$ cat src/rtl/shift_reg_univ_pkg.sv
// ----------------------------------------------------------------------------
// shift_reg_univ_pkg
// Shared definitions for the universal shift register slice.
//   MODE_W  : width of the operation select field
//   mode_e  : operation encodings (hold, shift right, shift left, load)
// The encodings double as the select index of the per-bit 4:1 mux, so the
// order of the enum values must match the mux input order in shift_reg_univ.
// ----------------------------------------------------------------------------
package shift_reg_univ_pkg;

  localparam int MODE_W = 2;

  typedef enum logic [MODE_W-1:0] {
    MODE_HOLD = 2'b00,
    MODE_SHR  = 2'b01,
    MODE_SHL  = 2'b10,
    MODE_LOAD = 2'b11
  } mode_e;

endpackage

$ cat src/rtl/shift_reg_cell.sv
// ----------------------------------------------------------------------------
// shift_reg_cell
// One bit of the universal shift register: a flip-flop fed by a 4:1 mux.
// Ports:
//   clk_i    : rising-edge clock
//   reset_i  : synchronous active-high reset, clears the bit
//   enable_i : update qualifier, the bit holds when low
//   sel_i    : mux select (a mode encoding from shift_reg_univ_pkg)
//   data_i   : the four candidate next values, indexed by sel_i
//   q_o      : registered bit
// ----------------------------------------------------------------------------
module shift_reg_cell
  import shift_reg_univ_pkg::*;
(
  input  logic              clk_i,
  input  logic              reset_i,
  input  logic              enable_i,
  input  logic [MODE_W-1:0] sel_i,
  input  logic [3:0]        data_i,
  output logic              q_o
);

  logic bit_q;
  logic bit_d;

  // Pick the candidate next value for this bit straight from the select.
  always_comb begin
    bit_d = data_i[sel_i];
  end

  // Reset wins over enable; with enable low the bit simply keeps its value.
  always_ff @(posedge clk_i) begin
    if (reset_i) begin
      bit_q <= 1'b0;
    end else if (enable_i) begin
      bit_q <= bit_d;
    end
  end

  assign q_o = bit_q;

endmodule

$ cat src/rtl/shift_reg_univ.sv
// ----------------------------------------------------------------------------
// shift_reg_univ
// Universal shift register: hold, shift right, shift left or parallel load,
// plus a saturating shift counter that raises done after WIDTH shifts since
// the last load or reset.
// Parameters:
//   WIDTH : register width (2..64)
//   CNT_W : shift counter width
// Ports:
//   CLK    : rising-edge clock
//   reset  : synchronous active-high reset (Q, counter and done to 0)
//   enable : global update qualifier
//   mode   : 00 hold, 01 shift right, 10 shift left, 11 parallel load
//   D      : parallel load data
//   sin_r  : serial input entering the MSB on a right shift
//   sin_l  : serial input entering the LSB on a left shift
//   rot    : (only with SHIFT_REG_UNIV_ROTATE_EN) rotate instead of shift
//   Q      : registered contents
//   sout_r : Q[0]
//   sout_l : Q[WIDTH-1]
//   done   : registered, high once WIDTH shifts have happened
// Optional feature macro: SHIFT_REG_UNIV_ROTATE_EN adds the rot input.
// ----------------------------------------------------------------------------
module shift_reg_univ
  import shift_reg_univ_pkg::*;
#(
  parameter int WIDTH = 4,
  parameter int CNT_W = $clog2(WIDTH + 1)
) (
  input  logic              CLK,
  input  logic              reset,
  input  logic              enable,
  input  logic [MODE_W-1:0] mode,
  input  logic [WIDTH-1:0]  D,
  input  logic              sin_r,
  input  logic              sin_l,
`ifdef SHIFT_REG_UNIV_ROTATE_EN
  input  logic              rot,
`endif
  output logic [WIDTH-1:0]  Q,
  output logic              sout_r,
  output logic              sout_l,
  output logic              done
);

  localparam logic [CNT_W-1:0] CNT_MAX = CNT_W'(WIDTH);

  logic [WIDTH-1:0] qBus;
  logic [WIDTH-1:0] shrNext;
  logic [WIDTH-1:0] shlNext;
  logic             rightIn;
  logic             leftIn;
  mode_e            modeSel;

  logic [CNT_W-1:0] cnt_q;
  logic [CNT_W-1:0] cnt_d;
  logic             done_q;
  logic             done_d;

  assign modeSel = mode_e'(mode);

  // Bits entering at the ends of the register; rotation feeds the opposite
  // end of Q back in instead of the serial inputs.
`ifdef SHIFT_REG_UNIV_ROTATE_EN
  assign rightIn = rot ? qBus[0]       : sin_r;
  assign leftIn  = rot ? qBus[WIDTH-1] : sin_l;
`else
  assign rightIn = sin_r;
  assign leftIn  = sin_l;
`endif

  assign shrNext = {rightIn, qBus[WIDTH-1:1]};
  assign shlNext = {qBus[WIDTH-2:0], leftIn};

  // One cell per bit; the mux inputs are ordered so the mode encoding is the
  // select index directly (0 hold, 1 right, 2 left, 3 load).
  for (genvar i = 0; i < WIDTH; i++) begin : g_cell
    shift_reg_cell u_cell (
      .clk_i    (CLK),
      .reset_i  (reset),
      .enable_i (enable),
      .sel_i    (mode),
      .data_i   ({D[i], shlNext[i], shrNext[i], qBus[i]}),
      .q_o      (qBus[i])
    );
  end

  // Counter next state: loads clear it, shifts count up and stick at WIDTH.
  always_comb begin
    cnt_d = cnt_q;
    if (enable) begin
      case (modeSel)
        MODE_SHR, MODE_SHL: begin
          if (cnt_q != CNT_MAX) begin
            cnt_d = cnt_q + CNT_W'(1);
          end
        end
        MODE_LOAD: cnt_d = '0;
        default:   cnt_d = cnt_q;
      endcase
    end
    done_d = (cnt_d == CNT_MAX);
  end

  // done is registered alongside the counter so it always matches it.
  always_ff @(posedge CLK) begin
    if (reset) begin
      cnt_q  <= '0;
      done_q <= 1'b0;
    end else begin
      cnt_q  <= cnt_d;
      done_q <= done_d;
    end
  end

  assign Q      = qBus;
  assign sout_r = qBus[0];
  assign sout_l = qBus[WIDTH-1];
  assign done   = done_q;

endmodule

$ cat config.mk
export PLATFORM = sky130hd
export DESIGN_NAME = shift_reg_univ
export DESIGN_NICKNAME = d
export VERILOG_FILES = /design/src/rtl/shift_reg_univ_pkg.sv /design/src/rtl/shift_reg_cell.sv /design/src/rtl/shift_reg_univ.sv
export SDC_FILE = /design/constraint.sdc
export NUM_CORES = 1
export LEC_CHECK = 0
export CELL_PAD_IN_SITES_DETAIL_PLACEMENT = 1
export CELL_PAD_IN_SITES_GLOBAL_PLACEMENT = 2
export CORE_MARGIN = 2
export CORE_UTILIZATION = 37
export CTS_CLUSTER_DIAMETER = 60
export DETAILED_ROUTE_END_ITERATION = 16
export DONT_BUFFER_PORTS = 1
export PLACE_DENSITY_LB_ADDON = 0.3
export SLEW_MARGIN = 30
export SYNTH_ARGS = -nofsm -noshare
export SYNTH_HDL_FRONTEND = slang
export SYNTH_HIERARCHICAL = 1
export SYNTH_SLANG_ARGS = --single-unit
$ cat constraint.sdc
create_clock -name CLK -period 4.5 [get_ports CLK]
set_clock_uncertainty 0.1 [all_clocks]
set_input_delay 0.9 -clock CLK [delete_from_list [all_inputs] [get_ports CLK]]
set_output_delay 0.9 -clock CLK [all_outputs]
set_load 0.1 [all_outputs]
* Word level (Yosys, flattened, before mapping)
Index checks and enable logic that the tools add are counted.
** Storage, ports and cells
- Bits in registers :: 8
- Word-level logic and storage cells :: 25
** Cells by class
- $add $sub $neg :: 1
- Order comparisons :: 1
- Equality and inequality tests :: 5
- Multiplexer cells :: 11
- Reduce and logical (&&, ||, !) cells :: 1
** Operators with widths (number)
- $bmux 1 s2 :: 4
- $mux 3 :: 2
- $pmux 3 s2 :: 1
- $eq 2x2->1 const B :: 2
- $mux 1 :: 4
- $add 3x1->3 const B :: 1
- $eq 3x3->1 const B :: 1
- $lt 2x3->1 const B :: 1
- $ne 3x3->1 const B :: 1
- $eq 2x1->1 const B :: 1
- $reduce_or 2->1 :: 1

* Depth between registers and ports, before layout
Gate-level depths: netlist (run 1).
- Depth in word-level cells :: 5
- Depth in mapped cells :: 6

* Modules after synthesis
Netlist (run 1), hierarchy kept.
** Modules (own cells, without submodules)
- shift_reg_cell :: times used 4, cells an instance 7, area an instance 73.8 sq um, sequential area each 20.0 sq um
- shift_reg_univ :: times used 1, cells an instance 30, area an instance 264.0 sq um, sequential area each 80.1 sq um

* Worst setup path before layout (run 1)
No wires, ideal clock.
- Path type :: reg2out
- From :: register g_cell[0].u_cell.bit_q
- To :: output port Q[0]
- Arrival :: 1.401 ns
- Path slack :: 2.099 ns
- Stages on the path, launching flop included :: 2
- Path through :: dfxtp_1 buf_4
** RTL lines
- start, declared :: RTL line shift_reg_cell.sv:23 : logic bit_q;
- start signal, assigned :: RTL line shift_reg_cell.sv:36 : bit_q <= bit_d;
- end, declared :: RTL line shift_reg_univ.sv:40 : output logic [WIDTH-1:0] Q,
No word-level cell between the ends.

* Worst setup path after layout (run 1)
- From :: register done_q, in the netlist done
- To :: output port done
** RTL lines
- start, declared :: RTL line shift_reg_univ.sv:57 : logic done_q;
- start signal, assigned :: RTL line shift_reg_univ.sv:112 : done_q <= done_d;
- end, declared :: RTL line shift_reg_univ.sv:43 : output logic done
No word-level cell between the ends.

==> impl_results.html, run 1 <==
<table>
<tr><th>Metric</th><th>Value</th></tr>
<tr><th colspan="2">Pwr</th></tr>
<tr><td>Peak supply drop</td><td>around 0.00012 V</td></tr>
<tr><td>Proportion of power drawn by flip-flops and latches</td><td>0.504</td></tr>
<tr><td>Leakage</td><td>0.254 nW</td></tr>
<tr><td>Clock power share</td><td>0.320</td></tr>
<tr><td>Combinational Power Share</td><td>0.176</td></tr>
<tr><td>Fraction of power spent switching nets</td><td>0.330</td></tr>
<tr><td>Cell-internal power</td><td>0.000118 W</td></tr>
<tr><td>Power Dens Cells</td><td>282 nW/um^2</td></tr>
<tr><td>Net switching power figure</td><td>0.0000582 W</td></tr>
<tr><th colspan="2">Global routing</th></tr>
<tr><td>Largest net degree at the start of global routing</td><td>17</td></tr>
<tr><td>Total overflow reported by the global router</td><td>0</td></tr>
<tr><td>Via count of the first global-routing pass</td><td>445</td></tr>
<tr><td>Overall fraction of global-route tracks in use</td><td>0.136</td></tr>
<tr><td>Initial antenna violation count</td><td>0</td></tr>
<tr><td>Global-route wire length before repair</td><td>1.87 mm</td></tr>
<tr><th colspan="2">Synthesis</th></tr>
<tr><td>Netlist area before placement</td><td>559 sq um</td></tr>
<tr><td>Synthesized netlist cell count</td><td>58</td></tr>
<tr><td>Largest area contributor in the netlist</td><td>sky130_fd_sc_hd__dfxtp_1</td></tr>
<tr><td>Number of warnings reported in the yosys synthesis log</td><td>6</td></tr>
<tr><td>Most area-consuming cells after synthesis</td><td>sky130_fd_sc_hd__dfxtp_1 (29%), sky130_fd_sc_hd__mux2i_1 (14%), sky130_fd_sc_hd__ha_1 (6.7%)</td></tr>
<tr><td>Sequential share of the synthesized area</td><td>0.286</td></tr>
<tr><td>Net count of the mapped netlist</td><td>72</td></tr>
<tr><td>Avg Synthesized Cell Area</td><td>slightly below 10 sq um</td></tr>
<tr><td>Portion of synthesized cell area occupied by the leading cell type</td><td>0.286</td></tr>
<tr><td>Yosys cell types</td><td>19</td></tr>
<tr><td>FF+latch count, synth</td><td>8</td></tr>
<tr><th colspan="2">Timing</th></tr>
<tr><td>Final Hold Violating Endpoints</td><td>0</td></tr>
<tr><td>Sum of negative setup slack</td><td>0 ps</td></tr>
<tr><td>Share of the cycle needed by the critical path after routing</td><td>0.485</td></tr>
<tr><td>Endpoints failing setup</td><td>0</td></tr>
<tr><td>Maximum clock frequency</td><td>between 400 and 500 MHz</td></tr>
<tr><td>Transition at the pin with the smallest max-transition slack</td><td>932 ps</td></tr>
<tr><td>Total count of max-transition violations in the final report</td><td>0</td></tr>
<tr><td>Setup repair after global routing missed its margin</td><td>false</td></tr>
<tr><td>Min Tclk post-route</td><td>around 2200 ps</td></tr>
<tr><td>Post-route setup slack</td><td>2320 ps</td></tr>
<tr><td>Worst slew slack as a fraction of its limit</td><td>0.378</td></tr>
<tr><th colspan="2">Setup path</th></tr>
<tr><td>Setup slack of the most critical reg-to-reg path</td><td>~3000 ps</td></tr>
<tr><td>Length in cells of the worst reg-to-reg path</td><td>5</td></tr>
<tr><td>Required time at the endpoint of the critical path</td><td>~3500 ps</td></tr>
<tr><td>Critical path class</td><td>reg2out</td></tr>
<tr><td>Peak fanout along the critical path</td><td>1</td></tr>
<tr><td>Origin of the critical flop-to-flop path</td><td>cnt_q[0]</td></tr>
<tr><td>Data arrival at the endpoint of the critical path</td><td>approximately 1200 ps</td></tr>
<tr><td>Critical path startpoint category</td><td>flip-flop</td></tr>
<tr><td>Worst setup EP type</td><td>output pin</td></tr>
<tr><td>Worst reg2reg endpoint</td><td>done</td></tr>
<tr><th colspan="2">Clock network</th></tr>
<tr><td>Clock transition time at the flip-flop clock pins of the worst setup and hold paths</td><td>50 ps</td></tr>
<tr><td>TritonCTS clock tree</td><td>done</td></tr>
<tr><td>Post-CTS sizing</td><td>0</td></tr>
<tr><td>Cts hold-fix bufs</td><td>0</td></tr>
<tr><td>Post CTS Setup Buffer Count</td><td>0</td></tr>
<tr><td>Number of buffers added by the clock tree synthesis step</td><td>3</td></tr>
<tr><td>Number of buffers on the longest clock path</td><td>2</td></tr>
<tr><td>Sinks on Clock Net</td><td>8</td></tr>
<tr><td>Worst-skew pair later-pin latency</td><td>260 ps</td></tr>
<tr><td>H-tree levels</td><td>1</td></tr>
<tr><td>Library cell used as clock root buffer</td><td>sky130_fd_sc_hd__clkbuf_4</td></tr>
<tr><th colspan="2">Cells and area</th></tr>
<tr><td>Net count, final</td><td>77</td></tr>
<tr><td>Diode insertion count for antenna repair</td><td>0</td></tr>
<tr><td>Area overhead of the layout relative to synthesis</td><td>11.9%</td></tr>
<tr><td>Final non-filler cell area</td><td>626 sq um</td></tr>
<tr><td>Fraction of layout cells with a size suffix above 1</td><td>0.262</td></tr>
<tr><td>Fill cell count</td><td>177</td></tr>
<tr><th colspan="2">Floorplanning</th></tr>
<tr><td>Placeable core area</td><td>between 1000 and 1500 sq um</td></tr>
<tr><td>Floorplan die height</td><td>42.9 um</td></tr>
<tr><td>Die outline area</td><td>1840 sq um</td></tr>
<tr><td>Number of primary I/O pins</td><td>18</td></tr>
<tr><td>Cell row count</td><td>14</td></tr>
<tr><td>Horizontal die dimension</td><td>42.9 um</td></tr>
<tr><td>Initial cell density of the core</td><td>0.385</td></tr>
<tr><th colspan="2">Drt</th></tr>
<tr><td>Total vias in the final route</td><td>450</td></tr>
<tr><td>DRC violation count after routing</td><td>0</td></tr>
<tr><td>Post-detailed-route via-to-cell ratio</td><td>5.84</td></tr>
<tr><td>Number of nets with antenna violations after routing</td><td>0</td></tr>
<tr><td>Detailed router's first-iteration violation count</td><td>7</td></tr>
<tr><td>Iteration count of the initial detailed-routing pass</td><td>2</td></tr>
<tr><td>WL final</td><td>1.17 mm</td></tr>
<tr><td>Routed length per placed instance</td><td>about 15 um</td></tr>
<tr><th colspan="2">Place</th></tr>
<tr><td>HPWL after DPL</td><td>886 um</td></tr>
<tr><td>Post-place instance area</td><td>601 sq um</td></tr>
<tr><td>Final weighted congestion in routability-driven placement</td><td>between 0.6 and 0.7</td></tr>
<tr><td>Count of input and output buffers</td><td>0</td></tr>
<tr><td>Pre-CTS setup slack</td><td>~2400 ps</td></tr>
<tr><th colspan="2">Flow run</th></tr>
<tr><td>Number of max-cap violations</td><td>0</td></tr>
<tr><th colspan="2">Min path</th></tr>
<tr><td>Startpoint of the worst hold path</td><td>cnt_q[1]</td></tr>
<tr><td>HP Class</td><td>reg2reg</td></tr>
<tr><td>Worst hold endpoint</td><td>cnt_q[1]</td></tr>
<tr><td>Hold Path Cell Cnt</td><td>2</td></tr>
<tr><th colspan="2">Run status</th></tr>
<tr><td>Result of the run</td><td>complete, no violations</td></tr>
</table>
power groups by stage:
stage | Combinational [W] | Clock [W] | Sequential (W)
finish | 0.0000311 | 0.0000565 | 0.0000891
global route | 0.0000342 | 0.0000620 | 0.0000896
CTS | 0.0000315 | 0.0000602 | 0.0000894
detailed placement | 0.0000314 | 0 | 0.0000910
global placement | 0.0000197 | 0 | 0.0000987
floorplan | 0.0000262 | 0 | 0.0000901
flip-flops by register name, indices dropped and copies added (netlist names):
signal / flops
cnt_q: 3
g_cell.u_cell/q_o: 4
done: 1
per-stage QoR:
stage | hold slack, ps | cells | power (W) | util
4_1_cts | 465 | 77 | 0.000181 | 0.429
5_1_grt | 493 | 77 | 0.000186 | 0.430
6_report | 446 | 77 | 0.000177 | 0.430
3_5_place_dp | 453 | 74 | 0.000122 | 0.413
3_3_place_gp | 432 | 72 | 0.000118 | 0.390
2_1_floorplan | 391 | 58 | 0.000116 | -
per-layer routing:
| layer | part of all wire | global-route usage | vias up |
|---|---|---|---|
| met5 | 0 | 0 | - |
| met4 | 0 | 0.0375 | 0 |
| met3 | 0.046 | 0.0553 | 0 |
| met2 | 0.52 | 0.233 | 11 |
| met1 | 0.43 | 0.152 | 218 |
| li1 | - | - | 221 |
cell usage in the layout, fill, tap and decap left out:
cell                        synthesis  final
sky130_fd_sc_hd__a2111oi_2          1      1
sky130_fd_sc_hd__o221ai_1           4      4
sky130_fd_sc_hd__a21oi_1            2      2
sky130_fd_sc_hd__buf_6              0      1
sky130_fd_sc_hd__nand2b_4           1      1
sky130_fd_sc_hd__dfxtp_1            8      4
sky130_fd_sc_hd__or3b_2             4      4
sky130_fd_sc_hd__o41ai_2            1      1
sky130_fd_sc_hd__nand2_1            2      2
sky130_fd_sc_hd__dfxtp_4            0      1
sky130_fd_sc_hd__a31o_1             1      1
sky130_fd_sc_hd__dfxtp_2            0      3
sky130_fd_sc_hd__buf_12             0      1
sky130_fd_sc_hd__clkbuf_4           0      3
sky130_fd_sc_hd__nand3b_1           4      4
sky130_fd_sc_hd__o21ai_1            1      1
sky130_fd_sc_hd__inv_1              5      5
sky130_fd_sc_hd__nor2b_1            3      3
sky130_fd_sc_hd__or3b_1             4      4
sky130_fd_sc_hd__and3_1             1      1
sky130_fd_sc_hd__mux2i_1            8      8
sky130_fd_sc_hd__nor2_1             3      3
sky130_fd_sc_hd__ha_1               3      3
cell families (layout without fill, tap and decap cells):
| group | after synthesis | in the layout | share of synthesized area |
|---|---|---|---|
| fa+ha+maj | 3 | 3 | 0.0671 |
| flops | 8 | 8 | 0.286 |
| buf+inv | 7 | 10 | 0.0604 |
| simple gates | 22 | 22 | 0.282 |
| mux | 8 | 8 | 0.143 |
| compound gates | 10 | 10 | 0.161 |
synth_stat cells:
cell type                   count
sky130_fd_sc_hd__a2111oi_2      1
sky130_fd_sc_hd__a31o_1         1
sky130_fd_sc_hd__nand2b_4       1
sky130_fd_sc_hd__ha_1           3
sky130_fd_sc_hd__a21oi_1        2
sky130_fd_sc_hd__or3b_2         4
sky130_fd_sc_hd__dfxtp_1        8
sky130_fd_sc_hd__mux2i_1        8
sky130_fd_sc_hd__nor2_1         3
sky130_fd_sc_hd__and3_1         1
sky130_fd_sc_hd__o221ai_1       4
sky130_fd_sc_hd__buf_4          2
sky130_fd_sc_hd__nand2_1        2
sky130_fd_sc_hd__inv_1          5
sky130_fd_sc_hd__nor2b_1        3
sky130_fd_sc_hd__or3b_1         4
sky130_fd_sc_hd__o21ai_1        1
sky130_fd_sc_hd__o41ai_2        1
sky130_fd_sc_hd__nand3b_1       4
worst max-delay path by stage:
stage	start	to	cells after the start
after detailed placement	mode[0]	done	6
after global placement	mode[0]	done	6
after floorplan	g_cell[0].u_cell/q_o	Q[0]	1
final	done	done	0
after global routing	done	done	0
after CTS	g_cell[3].u_cell/q_o	sout_l	0
cell type report:
type,instances,area [sq um],area share
clock buffer,3,22.5,0.0360
inverter,5,18.8,0.0300
multi-input combinational,43,365,0.584
sequential,8,168,0.268
tap,16,20.0,0.0320
timing repair buffer,2,31.3,0.0500
Power figures use the tool's default switching activity.
==> run 2: changes to the inputs <==
--- a/config.mk
+++ b/config.mk
@@ -8,7 +8,7 @@
 export CELL_PAD_IN_SITES_DETAIL_PLACEMENT = 1
 export CELL_PAD_IN_SITES_GLOBAL_PLACEMENT = 2
 export CORE_MARGIN = 2
-export CORE_UTILIZATION = 37
+export CORE_UTILIZATION = 31
 export CTS_CLUSTER_DIAMETER = 60
 export DETAILED_ROUTE_END_ITERATION = 16
 export DONT_BUFFER_PORTS = 1
==> constraint.sdc (replaced) <==
create_clock -name CLK -period 1.9 [get_ports CLK]
set_clock_uncertainty 0.1 [all_clocks]
set_input_delay 0.38 -clock CLK [delete_from_list [all_inputs] [get_ports CLK]]
set_output_delay 0.38 -clock CLK [all_outputs]
set_load 0.1 [all_outputs]
==> run 2 against run 1 <==
First-iteration DRC count fell by 86%. Final cell count increased by 17%. Die area is 17% higher. Sequential cell count did not move. Total power is 140% higher. Sequential power grew 100%. Count of clock-buffer cells in the layout did not move.
==> impl_results.html, run 2 (synthesis results as in run 1) <==
<table>
<tr><th>Metric</th><th>Value</th></tr>
<tr><th colspan="2">Run status</th></tr>
<tr><td>Result of the run</td><td>complete, no violations</td></tr>
<tr><th colspan="2">Floorplanning</th></tr>
<tr><td>Cell row count</td><td>15 (+1)</td></tr>
<tr><td>Floorplan die height</td><td>46.5 um (+8.4%)</td></tr>
<tr><td>Number of primary I/O pins</td><td>18 (unchanged)</td></tr>
<tr><td>Horizontal die dimension</td><td>46.5 um (+8.4%)</td></tr>
<tr><td>Placeable core area</td><td>1710 sq um (+17%)</td></tr>
<tr><td>Die outline area</td><td>2160 sq um (+17%)</td></tr>
<tr><td>Initial cell density of the core</td><td>0.327 (-0.0572)</td></tr>
<tr><th colspan="2">Clock network</th></tr>
<tr><td>Clock transition time at the flip-flop clock pins of the worst setup and hold paths</td><td>60 ps (about the same)</td></tr>
<tr><td>Number of buffers on the longest clock path</td><td>2 (unchanged)</td></tr>
<tr><td>Sinks on Clock Net</td><td>8 (unchanged)</td></tr>
<tr><td>Number of buffers added by the clock tree synthesis step</td><td>3 (unchanged)</td></tr>
<tr><td>Cts hold-fix bufs</td><td>0 (unchanged)</td></tr>
<tr><td>Library cell used as clock root buffer</td><td>sky130_fd_sc_hd__clkbuf_4</td></tr>
<tr><td>H-tree levels</td><td>1 (unchanged)</td></tr>
<tr><td>Post CTS Setup Buffer Count</td><td>0 (unchanged)</td></tr>
<tr><td>Post-CTS sizing</td><td>0 (unchanged)</td></tr>
<tr><td>TritonCTS clock tree</td><td>done</td></tr>
<tr><td>Worst-skew pair later-pin latency</td><td>250 ps (about the same)</td></tr>
<tr><th colspan="2">Pwr</th></tr>
<tr><td>Fraction of power spent switching nets</td><td>0.328 (-0.00166)</td></tr>
<tr><td>Proportion of power drawn by flip-flops and latches</td><td>0.426 (-0.078)</td></tr>
<tr><td>Leakage</td><td>0.274 nW (+7.7%)</td></tr>
<tr><td>Cell-internal power</td><td>0.000284 W (+140%)</td></tr>
<tr><td>Clock power share</td><td>0.319 (about the same)</td></tr>
<tr><td>Power Dens Cells</td><td>641 nW/um^2 (+130%)</td></tr>
<tr><td>Peak supply drop</td><td>0.000204 V (+76%)</td></tr>
<tr><td>Net switching power figure</td><td>0.000138 W (+140%)</td></tr>
<tr><td>Combinational Power Share</td><td>0.255 (+0.079)</td></tr>
<tr><th colspan="2">Setup path</th></tr>
<tr><td>Peak fanout along the critical path</td><td>4 (+3)</td></tr>
<tr><td>Setup slack of the most critical reg-to-reg path</td><td>390 ps (-2600 ps)</td></tr>
<tr><td>Critical path class</td><td>reg2reg</td></tr>
<tr><td>Required time at the endpoint of the critical path</td><td>1950 ps (-1550 ps)</td></tr>
<tr><td>Origin of the critical flop-to-flop path</td><td>cnt_q[0]</td></tr>
<tr><td>Critical path startpoint category</td><td>flip-flop</td></tr>
<tr><td>Data arrival at the endpoint of the critical path</td><td>1550 ps (+370 ps)</td></tr>
<tr><td>Worst setup EP type</td><td>flip-flop</td></tr>
<tr><td>Worst reg2reg endpoint</td><td>done</td></tr>
<tr><td>Length in cells of the worst reg-to-reg path</td><td>5 (unchanged)</td></tr>
<tr><th colspan="2">Drt</th></tr>
<tr><td>WL final</td><td>1.18 mm (+1.2%)</td></tr>
<tr><td>DRC violation count after routing</td><td>0 (unchanged)</td></tr>
<tr><td>Detailed router's first-iteration violation count</td><td>1 (-6)</td></tr>
<tr><td>Number of nets with antenna violations after routing</td><td>0 (unchanged)</td></tr>
<tr><td>Post-detailed-route via-to-cell ratio</td><td>5.07 (-13%)</td></tr>
<tr><td>Iteration count of the initial detailed-routing pass</td><td>2 (unchanged)</td></tr>
<tr><td>Routed length per placed instance</td><td>13.1 um (-13%)</td></tr>
<tr><td>Total vias in the final route</td><td>456 (+1.3%)</td></tr>
<tr><th colspan="2">Timing</th></tr>
<tr><td>Maximum clock frequency</td><td>664 MHz</td></tr>
<tr><td>Endpoints failing setup</td><td>0 (unchanged)</td></tr>
<tr><td>Worst slew slack as a fraction of its limit</td><td>0.796 (+0.418)</td></tr>
<tr><td>Sum of negative setup slack</td><td>0 ps (unchanged)</td></tr>
<tr><td>Min Tclk post-route</td><td>1510 ps</td></tr>
<tr><td>Final Hold Violating Endpoints</td><td>0 (unchanged)</td></tr>
<tr><td>Share of the cycle needed by the critical path after routing</td><td>0.793</td></tr>
<tr><td>Total count of max-transition violations in the final report</td><td>0 (unchanged)</td></tr>
<tr><td>Transition at the pin with the smallest max-transition slack</td><td>306 ps (-626 ps)</td></tr>
<tr><td>Setup repair after global routing missed its margin</td><td>false</td></tr>
<tr><th colspan="2">Min path</th></tr>
<tr><td>Hold Path Cell Cnt</td><td>1 (-1)</td></tr>
<tr><td>HP Class</td><td>in2reg</td></tr>
<tr><td>Startpoint of the worst hold path</td><td>reset</td></tr>
<tr><td>Worst hold endpoint</td><td>cnt_q[0]</td></tr>
<tr><th colspan="2">Cells and area</th></tr>
<tr><td>Final standard cell utilization of the core</td><td>0.385 (-0.0449)</td></tr>
<tr><td>Fraction of layout cells with a size suffix above 1</td><td>0.277 (+0.0146)</td></tr>
<tr><td>Most frequent standard cell in the layout excluding fill and tap cells</td><td>sky130_fd_sc_hd__mux2i_1</td></tr>
<tr><td>Diode insertion count for antenna repair</td><td>0 (unchanged)</td></tr>
<tr><td>Net count, final</td><td>81 (+5.2%)</td></tr>
<tr><td>Commonest non-fill, non-tap cells in the layout</td><td>sky130_fd_sc_hd__mux2i_1 (8), sky130_fd_sc_hd__dfxtp_1 (6), sky130_fd_sc_hd__inv_1 (5), sky130_fd_sc_hd__buf_4 (5)</td></tr>
<tr><td>Max FFs per register</td><td>4 (unchanged)</td></tr>
<tr><td>Fill cell count</td><td>202 (+14%)</td></tr>
<tr><td>Area overhead of the layout relative to synthesis</td><td>17.7%</td></tr>
<tr><th colspan="2">Global routing</th></tr>
<tr><td>Initial antenna violation count</td><td>0 (unchanged)</td></tr>
<tr><td>Largest net degree at the start of global routing</td><td>17 (unchanged)</td></tr>
<tr><td>Via count of the first global-routing pass</td><td>424 (-4.7%)</td></tr>
<tr><td>Overall fraction of global-route tracks in use</td><td>0.119 (-0.0167)</td></tr>
<tr><td>Global-route wire length before repair</td><td>1.77 mm (-5.1%)</td></tr>
<tr><td>Total overflow reported by the global router</td><td>0 (unchanged)</td></tr>
<tr><th colspan="2">Flow run</th></tr>
<tr><td>Number of max-cap violations</td><td>0 (unchanged)</td></tr>
<tr><th colspan="2">Place</th></tr>
<tr><td>Final weighted congestion in routability-driven placement</td><td>0.693 (+0.52%)</td></tr>
<tr><td>Count of input and output buffers</td><td>0 (unchanged)</td></tr>
<tr><td>HPWL after DPL</td><td>887 um (+0.14%)</td></tr>
</table>
-- run 2: changes by cell type in the layout (fill, tap and decap cells not counted), sizes merged --
cell,previous run,this run
buf,2,6
-- run 2: power groups by stage --
stage | sequential (W) | combinational, W | clock [W]
global route | 0.000181 | 0.000115 | 0.000154
CTS | 0.000180 | 0.000109 | 0.000145
global placement | 0.000183 | 0.000108 | 0
detailed placement | 0.000184 | 0.000108 | 0
finish | 0.000180 | 0.000108 | 0.000135
floorplan | 0.000213 | 0.0000619 | 0
-- run 2: how the worst max path moves through the flow --
stage / startpoint / end / cells after the start
5_1_grt: cnt_q[0] / done / 5
3_5_place_dp: mode[0] / done / 6
4_1_cts: cnt_q[0] / done / 5
2_1_floorplan: g_cell[0].u_cell/q_o / Q[0] / 1
6_report: cnt_q[0] / done / 5
3_3_place_gp: mode[0] / done / 6
-- run 2: final cells by class --
cell class / count / area, sq um / share of cell area
clock buffers: 3 / 22.5 / 0.0342
inverters: 5 / 18.8 / 0.0285
multi-input cells: 43 / 365 / 0.555
flip-flops and latches: 8 / 163 / 0.247
well taps: 25 / 31.3 / 0.0475
repair buffers: 6 / 57.6 / 0.0875
-- run 2: layer usage --
layer / track usage / share of wire
met5: 0 / 0
met4: 0.0857 / 0.015
met3: 0.0235 / 0.032
met2: 0.181 / 0.49
met1: 0.148 / 0.46
-- run 2: stage by stage --
step	setup slack (ps)	total power, W	hold WS [ps]	instances	cell area (sq um)
floorplan	19.3	0.000275	352	58	559
global placement	366	0.000292	360	87	636
detailed placement	329	0.000292	356	87	636
CTS	381	0.000434	82.4	90	658
global route	283	0.000449	78.2	90	658
finish	393	0.000422	96.6	90	658
-- run 2: critical path, cell delays in order, from the launching register on --
cell	delay, ps
sky130_fd_sc_hd__dfxtp_1	380
sky130_fd_sc_hd__inv_1	60
sky130_fd_sc_hd__ha_1	230
sky130_fd_sc_hd__a2111oi_2	360
sky130_fd_sc_hd__a21oi_1	90
sky130_fd_sc_hd__and3_1	170
